<file path="src/rtl/psum_sram_rd_stream.sv">
// rtl/psum_sram_rd_stream.sv - psum SRAM read controller streaming N groups of words to the accumulator
module psum_sram_rd_stream #(
   parameter int BATCHES  = 4,
   parameter int CHANNELS = 3,
   parameter int ADDR_W   = 10,
   parameter int DATA_W   = 21
) (
   input  logic                     clock,
   input  logic                     reset,
   input  logic                     start,
   input  logic [ADDR_W-1:0]        base_addr,
   input  logic [7:0]               num_groups,
   input  logic                     hold,
   output logic                     sram_ren,
   output logic [ADDR_W-1:0]        sram_addr,
   input  logic [DATA_W-1:0]        sram_rdata,
   output logic                     acc_en,
   output logic signed [DATA_W-1:0] data_out,
   output logic                     data_out_valid,
   output logic                     busy,
   output logic                     done
);

   localparam int WPG = BATCHES * CHANNELS;
   localparam int KW  = (WPG > 1) ? $clog2(WPG) : 1;

   typedef enum logic [2:0] {IDLE, PRIME, READ, DRAIN, DONE} state_t;

   state_t            state;
   logic [ADDR_W-1:0] addr_q;
   logic [7:0]        n_q;
   logic [7:0]        g_q;
   logic [KW-1:0]     k_q;
   logic              rd_pend;
   logic              last_word;

   // A read is issued in the same cycle hold is seen low, so hold gaps map 1:1 onto valid gaps.
   assign sram_ren  = (state == READ) && !hold;
   assign sram_addr = addr_q;
   assign last_word = (k_q == KW'(WPG - 1)) && (g_q == n_q - 8'd1);

   always_ff @(posedge clock or negedge reset) begin
      if (!reset) begin
         state          <= IDLE;
         addr_q         <= '0;
         n_q            <= '0;
         g_q            <= '0;
         k_q            <= '0;
         rd_pend        <= 1'b0;
         acc_en         <= 1'b0;
         data_out       <= '0;
         data_out_valid <= 1'b0;
         busy           <= 1'b0;
         done           <= 1'b0;
      end else begin
         rd_pend        <= sram_ren;
         data_out_valid <= rd_pend;
         if (rd_pend)
            data_out <= sram_rdata;
         done <= 1'b0;

         case (state)
            IDLE: begin
               if (start) begin
                  if (num_groups != 8'd0) begin
                     addr_q <= base_addr;
                     n_q    <= num_groups;
                     g_q    <= '0;
                     k_q    <= '0;
                     busy   <= 1'b1;
                     acc_en <= 1'b1;
                     state  <= PRIME;
                  end else begin
                     done  <= 1'b1;
                     state <= DONE;
                  end
               end
            end
            PRIME: state <= READ;
            READ: begin
               if (!hold) begin
                  addr_q <= addr_q + ADDR_W'(1);
                  if (last_word) begin
                     state <= DRAIN;
                  end else if (k_q == KW'(WPG - 1)) begin
                     k_q <= '0;
                     g_q <= g_q + 8'd1;
                  end else begin
                     k_q <= k_q + KW'(1);
                  end
               end
            end
            // rd_pend low here means the final word is on data_out this cycle.
            DRAIN: begin
               if (!rd_pend) begin
                  done   <= 1'b1;
                  busy   <= 1'b0;
                  acc_en <= 1'b0;
                  state  <= DONE;
               end
            end
            DONE:    state <= IDLE;
            default: state <= IDLE;
         endcase
      end
   end

endmodule

</file>
<file path="config.mk">
export PLATFORM = sky130hd
export DESIGN_NAME = psum_sram_rd_stream
export DESIGN_NICKNAME = d
export VERILOG_FILES = /design/src/rtl/psum_sram_rd_stream.sv
export SDC_FILE = /design/constraint.sdc
export NUM_CORES = 1
export LEC_CHECK = 0
export BUFFER_PORTS_ARGS = -buffer_cell sky130_fd_sc_hd__buf_2
export CORE_ASPECT_RATIO = 0.75
export CORE_MARGIN = 3
export CORE_UTILIZATION = 40
export CTS_CLUSTER_DIAMETER = 80
export DETAILED_ROUTE_END_ITERATION = 8
export PLACE_DENSITY = 0.68
export SLEW_MARGIN = 20
export SYNTH_ARGS = -nofsm -noshare
export SYNTH_HDL_FRONTEND = slang
export SYNTH_SLANG_ARGS = --single-unit
export TNS_END_PERCENT = 5
</file>
<file path="constraint.sdc">
create_clock -name clock -period 4.3 [get_ports clock]
set_input_delay 0.43 -clock clock [delete_from_list [all_inputs] [get_ports clock]]
set_output_delay 0.43 -clock clock [all_outputs]
set_load 0.03 [all_outputs]
</file>
==> results_dict.tcl <==
set metrics [dict create \
    outcome "completed" \
    swShare 0.3329 \
    synth.area.top_cells "dfrtp_1, mux2_2, nand2_1" \
    hold_path.class "primary input to asynchronous set/reset pin" \
    dieHeight_um 79.46 \
    switching_power_w 0.0005480 \
    routabilityCongestion 0.8541 \
    yosysWarnings 0 \
    viasPerCell 5.124 \
    drt_iter0_drc 199 \
    clock.fmax_ghz 0.3757 \
    required_ns 4.52 \
    grt_max_degree 59 \
    antenna_found_initial 0 \
    nets 413 \
    track_usage 0.1793 \
    maxCapViolations 0 \
    synthesis.nets 332 \
    critPathLaunchType "flop" \
    synthDistinctLibCells 49 \
    p_int_w 0.001098 \
    ys_ff_latch 58 \
    netlist.area_leader.share 0.5043 \
    async_flop_share 1.000 \
    ios 79 \
    drt.antenna.violating_nets 0 \
    r2r_slack_ns 1.64 \
    drive_above_1_share 0.3486 \
    coreArea_um2 6897 \
    post-cts-setup-buffers 0 \
    p_per_area_nw_per_um2 462.8 \
    period_needed_ns 2.662 \
    dp_hpwl_mm 4.966 \
    fin_crit_sh 0.6190 \
    final_cells 468 \
    slew-limit-headroom 0.4005 \
    post_cts_resized 0 \
    root_buffer "clkbuf_8" \
    seq_area_frac_synth 0.5043 \
    nFillCells 652 \
    yosys-top-cells-count "dfrtp_1, nand2_1, mux2_2, nor2_1" \
    synth_ff_type "dfrtp_1" \
    pwr-share-clk 0.313 \
    initial_core_util 0.4173 \
    fin_setup_tns_ns 0 \
    grt_pass1_wl_mm 11.73 \
    insertion_delay_ns 0.33 \
    cellLeakagePower_nw 1.649 \
    cts_buffers 9 \
    port_buffers 78 \
    power.share.combinational 0.246 \
    cts_num_sinks 58 \
    synth_edf_count 0 \
    setup_viol 0 \
    setup.worst_path.end_class "flop" \
    first_global_vias 2372 \
    overflow 0 \
    die_area_um2 8259 \
    slew_violations 0 \
    cts_tree "yes" \
    path_class "flop to flop" \
    avgSynthCellArea_um2 10.10 \
    route.vias.total 2398 \
    synthesis.area_um2 2878 \
    diodes 0 \
    vdd_drop_max_mv 0.2552 \
    fin_skew_ns 0.006204 \
    drt-pass1-iter-count 5 \
    p_seq_frac 0.441 \
    synth_most_common_cell "dfrtp_1" \
    wl_per_cell_um 14.57 \
    cts_buffer_depth 2 \
    drc 0 \
    tightestPinTransition_ns 0.8992 \
    dp.cells 453 \
    areaGrowthSynthToFinish_pct 23.61 \
    dieWidth_um 103.9 \
    clk_pin_slew_ns 0.06 \
    hold_buffers 0 \
    synth_top_area_cell "dfrtp_1" \
    wl_mm 6.819 \
    cts.htree.levels 3 \
    row_count 26 \
    arrival_ns 2.88 \
    cp_max_fo 16 \
    rsz0062_at_grt "false" \
    hold_viol 0 \
    syn_inst 285 \
]
-- critical path, cell delays in order (launching register included) --
cell      delay (ns)
dfrtp_1         0.45
inv_1           0.08
ha_1            0.32
xor2_1          0.16
nand3_1         0.11
nor3_2          0.13
o211ai_2        0.14
a211oi_4        0.58
or3_1           0.25
mux2_1          0.32
-- final timing paths --
check	to	cells past startpoint	start
setup / recovery	g_q[0]	9	n_q[0]
hold / removal	n_q[1]	2	reset
setup reg to reg	g_q[0]	9	n_q[0]
hold reg to reg	data_out[13]	1	data_out[13]
max in group asynchronous	sram_addr[7]	2	reset
min in group clock	sram_addr[7]	3	base_addr[7]
-- cell usage in the layout, fill, tap and decap left out, drive strengths merged, types with 3 or more instances in the layout --
cell type	instances
o22ai	5
xnor2	5
inv	6
dfrtp	58
o21ai	25
nor3	6
a21oi	19
mux2	23
nor2	24
a31oi	3
nor2b	4
nand3	13
or3	10
clkbuf	13
buf	80
ha	4
nand2b	3
xor2	3
nand2	37
-- power groups by stage --
| stage | Combinational (W) | Clock, W | Sequential, W |
|---|---|---|---|
| 5_1_grt | 0.000453 | 0.000559 | 0.000744 |
| 4_1_cts | 0.000409 | 0.000527 | 0.000725 |
| 3_3_place_gp | 0.000402 | 0 | 0.000730 |
| 2_1_floorplan | 0.000184 | 0 | 0.000814 |
| 6_report | 0.000405 | 0.000515 | 0.000726 |
| 3_5_place_dp | 0.000407 | 0 | 0.000733 |
-- metal layers --
layer	track usage	vias up	part of all wire
met1	0.2377	1138	0.47
met4	0.05445	0	0.010
met2	0.2899	74	0.47
met5	0	-	0
li1	-	1180	-
met3	0.04850	6	0.053
-- state kept, by name (all words and copies together), names as in the netlist, 3 cells and up --
signal	count
data_out	21
sram_addr	10
g_q	8
n_q	8
k_q	4
state	3
-- area by class of cell --
cell class | instances | area (um2) | area share
well taps | 98 | 122.6 | 0.03447
flip-flops and latches | 58 | 1451 | 0.4080
repair buffers | 80 | 405.4 | 0.1140
inverters | 7 | 27.53 | 0.007738
clock buffers | 13 | 168.9 | 0.04749
multi-input cells | 210 | 1346 | 0.3785
clock inverters | 2 | 35.03 | 0.009849
-- stage by stage --
| stage | worst slack (ns) | hold slack [ns] | utilization | total power, W | cell area, um2 |
|---|---|---|---|---|---|
| finish | 1.638 | 0.2368 | 0.5158 | 0.001646 | 3557 |
| global route | 1.449 | 0.2928 | 0.5158 | 0.001756 | 3557 |
| CTS | 1.638 | 0.2731 | 0.5158 | 0.001661 | 3557 |
| detailed placement | 1.502 | 0.4904 | 0.4862 | 0.001140 | 3353 |
| global placement | 1.603 | 0.4827 | 0.4862 | 0.001131 | 3353 |
| floorplan | 2.142 | 0.1344 | - | 0.0009981 | 2878 |
-- kinds of logic (layout without fill, tap and decap cells) --
logic type,count (synthesis),in the layout,share of synthesized area
mux,24,24,0.09478
simple gates,110,110,0.1965
flops,58,58,0.5043
compound gates,64,64,0.1348
xor+xnor,8,8,0.02435
fa+ha+maj,4,4,0.01739
buf+inv,17,102,0.02782
(Power assumes the default switching activity.)
